### src/rtl/rv_pipe_pkg.sv
// Shared pipeline definitions: ALU control codes, ALUOp encodings and id_ctrl bit positions.
package rv_pipe_pkg;

  // ALU_ctl opcodes
  localparam logic [3:0] ALU_AND = 4'b0000;
  localparam logic [3:0] ALU_OR  = 4'b0001;
  localparam logic [3:0] ALU_ADD = 4'b0010;
  localparam logic [3:0] ALU_SUB = 4'b0110;
  localparam logic [3:0] ALU_BLT = 4'b0111;
  localparam logic [3:0] ALU_BGE = 4'b1000;
  localparam logic [3:0] ALU_BNE = 4'b1111;
  localparam logic [3:0] ALU_NOR = 4'b1100;
  localparam logic [3:0] ALU_SLL = 4'b1001;
  localparam logic [3:0] ALU_SRL = 4'b1010;

  // ALUOp encodings produced by the main decoder
  localparam logic [1:0] ALUOP_MEM    = 2'b00;
  localparam logic [1:0] ALUOP_BRANCH = 2'b01;
  localparam logic [1:0] ALUOP_RTYPE  = 2'b10;
  localparam logic [1:0] ALUOP_ITYPE  = 2'b11;

  // id_ctrl = {MemRead, MemWrite, RegWrite, MemtoReg, Branch}
  localparam int unsigned CTRL_W        = 5;
  localparam int unsigned CTRL_MEMREAD  = 4;
  localparam int unsigned CTRL_MEMWRITE = 3;
  localparam int unsigned CTRL_REGWRITE = 2;
  localparam int unsigned CTRL_MEMTOREG = 1;
  localparam int unsigned CTRL_BRANCH   = 0;

endpackage

### src/rtl/alu_control.sv
// ALUOp/funct3/funct7_5 -> 4-bit ALU control decode (pure combinational).
module alu_control
  import rv_pipe_pkg::*;
(
  input  logic [1:0] alu_op,
  input  logic [2:0] funct3,
  input  logic       funct7_5,
  output logic [3:0] alu_ctl
);

  // Decode; every unlisted combination falls back to ADD
  always_comb begin
    alu_ctl = ALU_ADD;
    case (alu_op)
      ALUOP_MEM: alu_ctl = ALU_ADD;
      ALUOP_BRANCH: begin
        case (funct3)
          3'b000:  alu_ctl = ALU_SUB;
          3'b001:  alu_ctl = ALU_BNE;
          3'b100:  alu_ctl = ALU_BLT;
          3'b101:  alu_ctl = ALU_BGE;
          default: alu_ctl = ALU_ADD;
        endcase
      end
      ALUOP_RTYPE: begin
        case (funct3)
          3'b000:  alu_ctl = funct7_5 ? ALU_SUB : ALU_ADD;
          3'b111:  alu_ctl = ALU_AND;
          3'b110:  alu_ctl = ALU_OR;
          3'b001:  alu_ctl = ALU_SLL;
          3'b101:  alu_ctl = ALU_SRL;
          default: alu_ctl = ALU_ADD;
        endcase
      end
      ALUOP_ITYPE: begin
        // funct7_5 is part of the immediate here, so it is ignored
        case (funct3)
          3'b000:  alu_ctl = ALU_ADD;
          3'b111:  alu_ctl = ALU_AND;
          3'b110:  alu_ctl = ALU_OR;
          3'b001:  alu_ctl = ALU_SLL;
          3'b101:  alu_ctl = ALU_SRL;
          default: alu_ctl = ALU_ADD;
        endcase
      end
      default: alu_ctl = ALU_ADD;
    endcase
  end

endmodule

### src/rtl/id_ex_stage.sv
// ID/EX pipeline register with EX-stage operand forwarding, ALU control decode and
// load-use bubble insertion. Optional perf counters enabled by macro ID_EX_PERF_EN.
module id_ex_stage
  import rv_pipe_pkg::*;
#(
  parameter int unsigned XLEN   = 32,
  parameter int unsigned REG_AW = 5
`ifdef ID_EX_PERF_EN
  ,
  parameter int unsigned PERF_W = 32
`endif
) (
  input  logic              clk,
  input  logic              reset,
  input  logic              id_valid,
  input  logic [XLEN-1:0]   id_pc,
  input  logic [XLEN-1:0]   id_rs1_data,
  input  logic [XLEN-1:0]   id_rs2_data,
  input  logic [XLEN-1:0]   id_imm,
  input  logic [REG_AW-1:0] id_rs1,
  input  logic [REG_AW-1:0] id_rs2,
  input  logic [REG_AW-1:0] id_rd,
  input  logic [2:0]        id_funct3,
  input  logic              id_funct7_5,
  input  logic [1:0]        id_ALUOp,
  input  logic              id_ALUSrc,
  input  logic [CTRL_W-1:0] id_ctrl,
  input  logic              flush,
  input  logic              stall,
  input  logic              exmem_RegWrite,
  input  logic [REG_AW-1:0] exmem_rd,
  input  logic [XLEN-1:0]   exmem_alu_out,
  input  logic              memwb_RegWrite,
  input  logic [REG_AW-1:0] memwb_rd,
  input  logic [XLEN-1:0]   memwb_wdata,
  output logic              load_use_stall,
  output logic              ex_valid,
  output logic [3:0]        ALU_ctl,
  output logic [XLEN-1:0]   alu_in1,
  output logic [XLEN-1:0]   alu_in2,
  output logic [XLEN-1:0]   ex_store_data,
  output logic [REG_AW-1:0] ex_rd,
  output logic [CTRL_W-1:0] ex_ctrl,
  output logic [XLEN-1:0]   ex_branch_target
`ifdef ID_EX_PERF_EN
  ,
  output logic [PERF_W-1:0] perf_bubbles,
  output logic [PERF_W-1:0] perf_stalls
`endif
);

  typedef struct packed {
    logic              valid;
    logic [XLEN-1:0]   pc;
    logic [XLEN-1:0]   rs1_data;
    logic [XLEN-1:0]   rs2_data;
    logic [XLEN-1:0]   imm;
    logic [REG_AW-1:0] rs1;
    logic [REG_AW-1:0] rs2;
    logic [REG_AW-1:0] rd;
    logic [2:0]        funct3;
    logic              funct7_5;
    logic [1:0]        alu_op;
    logic              alu_src;
    logic [CTRL_W-1:0] ctrl;
  } ex_regs_t;

  ex_regs_t ex_q, ex_d;
  logic     load_bubble;
  logic [XLEN-1:0] fwd_rs1, fwd_rs2;

  // Load-use: the load in EX produces a register the ID instruction reads
  always_comb begin
    load_use_stall = ex_q.valid & ex_q.ctrl[CTRL_MEMREAD] & (ex_q.rd != '0) &
                     ((ex_q.rd == id_rs1) | (ex_q.rd == id_rs2)) & id_valid;
  end

  assign load_bubble = flush | (~stall & load_use_stall);

  // Next-state: flush > stall > load-use bubble > capture from ID
  always_comb begin
    ex_d = ex_q;
    if (load_bubble) begin
      ex_d = '0;
    end else if (!stall) begin
      ex_d.valid    = id_valid;
      ex_d.pc       = id_pc;
      ex_d.rs1_data = id_rs1_data;
      ex_d.rs2_data = id_rs2_data;
      ex_d.imm      = id_imm;
      ex_d.rs1      = id_rs1;
      ex_d.rs2      = id_rs2;
      ex_d.rd       = id_rd;
      ex_d.funct3   = id_funct3;
      ex_d.funct7_5 = id_funct7_5;
      ex_d.alu_op   = id_ALUOp;
      ex_d.alu_src  = id_ALUSrc;
      ex_d.ctrl     = id_ctrl & {CTRL_W{id_valid}};
    end
  end

  // Stage register
  always_ff @(posedge clk or posedge reset) begin
    if (reset) begin
      ex_q <= '0;
    end else begin
      ex_q <= ex_d;
    end
  end

  // Forwarding for rs1: EX/MEM beats MEM/WB, x0 never forwarded
  always_comb begin
    fwd_rs1 = ex_q.rs1_data;
    if (exmem_RegWrite && (exmem_rd != '0) && (exmem_rd == ex_q.rs1)) begin
      fwd_rs1 = exmem_alu_out;
    end else if (memwb_RegWrite && (memwb_rd != '0) && (memwb_rd == ex_q.rs1)) begin
      fwd_rs1 = memwb_wdata;
    end
  end

  // Forwarding for rs2, same rules
  always_comb begin
    fwd_rs2 = ex_q.rs2_data;
    if (exmem_RegWrite && (exmem_rd != '0) && (exmem_rd == ex_q.rs2)) begin
      fwd_rs2 = exmem_alu_out;
    end else if (memwb_RegWrite && (memwb_rd != '0) && (memwb_rd == ex_q.rs2)) begin
      fwd_rs2 = memwb_wdata;
    end
  end

  alu_control u_alu_control (
    .alu_op   (ex_q.alu_op),
    .funct3   (ex_q.funct3),
    .funct7_5 (ex_q.funct7_5),
    .alu_ctl  (ALU_ctl)
  );

  assign ex_valid         = ex_q.valid;
  assign alu_in1          = fwd_rs1;
  assign alu_in2          = ex_q.alu_src ? ex_q.imm : fwd_rs2;
  assign ex_store_data    = fwd_rs2;
  assign ex_rd            = ex_q.rd;
  assign ex_ctrl          = ex_q.ctrl & {CTRL_W{ex_q.valid}};
  assign ex_branch_target = ex_q.pc + ex_q.imm;

`ifdef ID_EX_PERF_EN
  logic [PERF_W-1:0] perf_bubbles_q, perf_stalls_q;
  logic              stall_hold;

  assign stall_hold = stall & ~flush;

  // Saturating event counters
  always_ff @(posedge clk or posedge reset) begin
    if (reset) begin
      perf_bubbles_q <= '0;
      perf_stalls_q  <= '0;
    end else begin
      if (load_bubble && (perf_bubbles_q != '1)) perf_bubbles_q <= perf_bubbles_q + 1'b1;
      if (stall_hold && (perf_stalls_q != '1)) perf_stalls_q <= perf_stalls_q + 1'b1;
    end
  end

  assign perf_bubbles = perf_bubbles_q;
  assign perf_stalls  = perf_stalls_q;
`endif

endmodule

### config.mk
export PLATFORM = sky130hd
export DESIGN_NAME = id_ex_stage
export DESIGN_NICKNAME = d
export VERILOG_FILES = /design/src/rtl/rv_pipe_pkg.sv /design/src/rtl/alu_control.sv /design/src/rtl/id_ex_stage.sv
export SDC_FILE = /design/constraint.sdc
export NUM_CORES = 1
export LEC_CHECK = 0
export BUFFER_PORTS_ARGS = -buffer_cell sky130_fd_sc_hd__buf_2
export CAP_MARGIN = 5
export CELL_PAD_IN_SITES_DETAIL_PLACEMENT = 0
export CELL_PAD_IN_SITES_GLOBAL_PLACEMENT = 1
export CORE_MARGIN = 8
export CORE_UTILIZATION = 36
export CTS_CLUSTER_DIAMETER = 50
export CTS_CLUSTER_SIZE = 30
export DETAILED_ROUTE_END_ITERATION = 8
export MAX_ROUTING_LAYER = met4
export PLACE_DENSITY = 0.89
export SETUP_SLACK_MARGIN = 0.05
export SYNTH_ARGS = -nofsm -noshare
export SYNTH_HDL_FRONTEND = slang
export SYNTH_SLANG_ARGS = --single-unit
### constraint.sdc
create_clock -name clk -period 5.8 [get_ports clk]
set_input_delay 0.87 -clock clk [delete_from_list [all_inputs] [get_ports clk]]
set_output_delay 0.87 -clock clk [all_outputs]
set_load 0.01 [all_outputs]
==> results_dict.tcl <==
set metrics [dict create \
    critPathArrivalTime_ns 3.51 \
    cts_made_buffers 17 \
    crit_chain "ha_1 -> fa_1 -> a21oi_1 -> o211ai_1 -> a211oi_2 -> o311ai_1 -> a31o_2 -> a221oi_2 -> xnor2_1 -> buf_2" \
    maxCapViolations 0 \
    gp_congestion 0.947 \
    yosys_most_used_dff "dfrtp_1" \
    root_buffer "clkbuf_16" \
    synth_edf_count 0 \
    cp_slowest_cell "fa_1" \
    synth_area_sq_um 9760 \
    grt_usage_pct 24.0 \
    vias 9562 \
    grt_pass1_wl_microns 59500 \
    cts_setup_buffers 0 \
    setup_tns_ns 0 \
    hold_viol 0 \
    numPortBuffers 379 \
    drive_above_1_share_pct 33.7 \
    synth.avg_cell_area_sq_um 9.00 \
    ir_drop_mv 0.151 \
    ctsResizeCount 0 \
    cts_tree "built" \
    ys_warn_count 0 \
    dp_hpwl_microns 29300 \
    boundaryPins 380 \
    clk_latency_ns 0.43 \
    max_slew_margin_pct 30.0 \
    slew_violations 0 \
    netlist_instances 1085 \
    ys_types 65 \
    clkTransAtPathRegs_ns 0.07 \
    initial_core_util_pct 36.4 \
    rows 60 \
    total_power_mw 2.96 \
    p_leak_nw 6.05 \
    r2r-end "ex_q[69]" \
    period_share_pct 75.6 \
    met2_usage_pct 38.1 \
    use_met1_pct 29.5 \
    area_growth_pct 27.3 \
    synth_nets 1353 \
    r2r_setup_slack_ns 3.20 \
    layout_common_cells "379 x buf_2, 253 x nand2_1, 155 x dfrtp_1" \
    overflow 0 \
    wire_per_inst_microns 22.0 \
    grt_busiest_layer "met2" \
    h-tree-depth 4 \
    rr_startpoint "ex_rd[0]" \
    skew_ns 0.0167 \
    r2r_cells 7 \
    fp.dieW_microns 181 \
    min_period_ns 4.38 \
    nNetsFinal 1682 \
    grt_antenna_before_repair 10 \
    worstPathRequired_ns 4.93 \
    wl_microns 39100 \
    layout_commonest_cell "buf_2" \
    tightest_slew_ns 1.05 \
    critPathKind "reg -> out" \
    endpoint_kind "primary output" \
    endpoint "ex_branch_target[30]" \
    clk_path_buf_depth 2 \
    coreArea_sq_um 26800 \
    die-area_sq_um 32600 \
    outcome "finished, final reports clean" \
    synth-seq-area-share_pct 40.0 \
    p_per_area_nw_per_um2 238 \
    cts.sinks 156 \
    critPathMaxStageDelay_ns 0.44 \
    setup_viol 0 \
    drt_iter0_drc 728 \
    yosys_register_bits 156 \
    first_pass_iters 7 \
    grt_pass1_vias 10100 \
    async_flop_share_pct 100 \
    max_freq_ghz 0.228 \
    cp_max_fo 4 \
    startpoint "ex_q[27]" \
    hp-class "reg -> reg" \
    die_h_microns 181 \
    cts-hold-fix-buffers 0 \
    grt_max_degree 81 \
    startpoint_type "register" \
    antenna_left 0 \
    drc 0 \
    rsz0062_at_grt "false" \
    grt_use_met3_pct 6.00 \
    via_per_inst 5.38 \
]
-- per-stage QoR --
| stage | area (sq um) | std cells | worst slack, ns | utilization, % | hold WS [ns] |
|---|---|---|---|---|---|
| 2_1_floorplan | 9760 | 1085 | 0.723 | - | 0.458 |
| 3_3_place_gp | 11900 | 1736 | 1.80 | 44.2 | 0.469 |
| 3_5_place_dp | 11900 | 1736 | 1.78 | 44.2 | 0.477 |
| 4_1_cts | 12400 | 1768 | 1.40 | 46.3 | 0.495 |
| 5_1_grt | 12400 | 1776 | 1.25 | 46.4 | 0.511 |
| 6_report | 12400 | 1777 | 1.42 | 46.4 | 0.493 |
-- per-layer routing --
layer,up-vias,wire (microns)
met5,-,0
met4,0,1000
met3,57,2470
met2,372,18700
met1,4624,16900
li1,4509,-
-- worst min path at each step --
stage,start,endpoint,slack (ns),cells after the start
3_3_place_gp,ex_q[3],ex_q[3],0.47,1
6_report,ex_q[4],ex_q[4],0.49,1
5_1_grt,ex_q[4],ex_q[4],0.51,1
4_1_cts,ex_q[4],ex_q[4],0.49,1
3_5_place_dp,ex_q[4],ex_q[4],0.48,1
2_1_floorplan,ex_q[4],ex_q[4],0.46,1
-- worst max-delay path, delay by kind of cell, from the launching register on --
family	cells	cell delay [ns]
AOI/OAI and AO/OA	6	1.55
adders and majority gates	2	0.75
DFF	1	0.40
xor gates and xnor gates	1	0.20
buffers and inverters	1	0.19
-- cell type report --
class / count / area (sq um)
multi-input cells: 839 / 5500
fillers: 2600 / 14400
clock inverters: 15 / 130
flip-flops and latches: 156 / 3910
repair buffers: 389 / 1970
well taps: 341 / 427
clock buffers: 17 / 425
diodes: 9 / 22.5
inverters: 11 / 46.3
-- Yosys cell counts, types with 3 or more instances --
library cell  instances  share of area (%)
xnor2_1              37                3.3
o21bai_1              6               0.46
nor2b_1               5               0.32
dfrtp_1             156                 40
a32o_1                6               0.62
xor2_1               22                2.0
nand3_1              13               0.67
mux2_2               33                3.8
mux2i_1              65                6.7
inv_1                11               0.42
nand2b_1              3               0.19
buf_4                 8               0.62
nand2_1             253                9.7
buf_2                12               0.62
nor2_1               24               0.92
a21oi_1             110                5.6
buf_6                 3               0.35
a21o_1                9               0.69
clkbuf_1             53                2.0
o21ai_1              31                1.6
a211oi_1              3               0.23
and3_1                5               0.32
nor4_1                3               0.19
ha_1                 31                4.0
nor3_1                5               0.26
o211ai_1              4               0.31
o21ai_0              51                2.6
a31oi_1               6               0.38
and2_1                5               0.32
a22o_1               71                6.4
-- state kept, by name, indices dropped and copies added (netlist names) --
| register | flops |
|---|---|
| ex_q | 150 |
| ex_valid | 1 |
| ex_rd | 5 |
-- where the power goes --
| part | internal [mW] | total [mW] | leakage, nW | switching [mW] |
|---|---|---|---|---|
| sequential | 1.15 | 1.21 | 2.06 | 0.0635 |
| combinational | 0.277 | 0.664 | 3.72 | 0.387 |
| clock | 0.564 | 1.09 | 0.270 | 0.522 |
-- cell families after synthesis --
family | count (synthesis) | share of synthesized area, %
compound gates | 320 | 21.5
xor+xnor | 59 | 5.29
fa+ha+maj | 32 | 4.18
buf+inv | 90 | 4.16
flops | 156 | 40.0
mux | 98 | 10.5
simple gates | 330 | 14.4
Power figures use the tool's default switching activity.
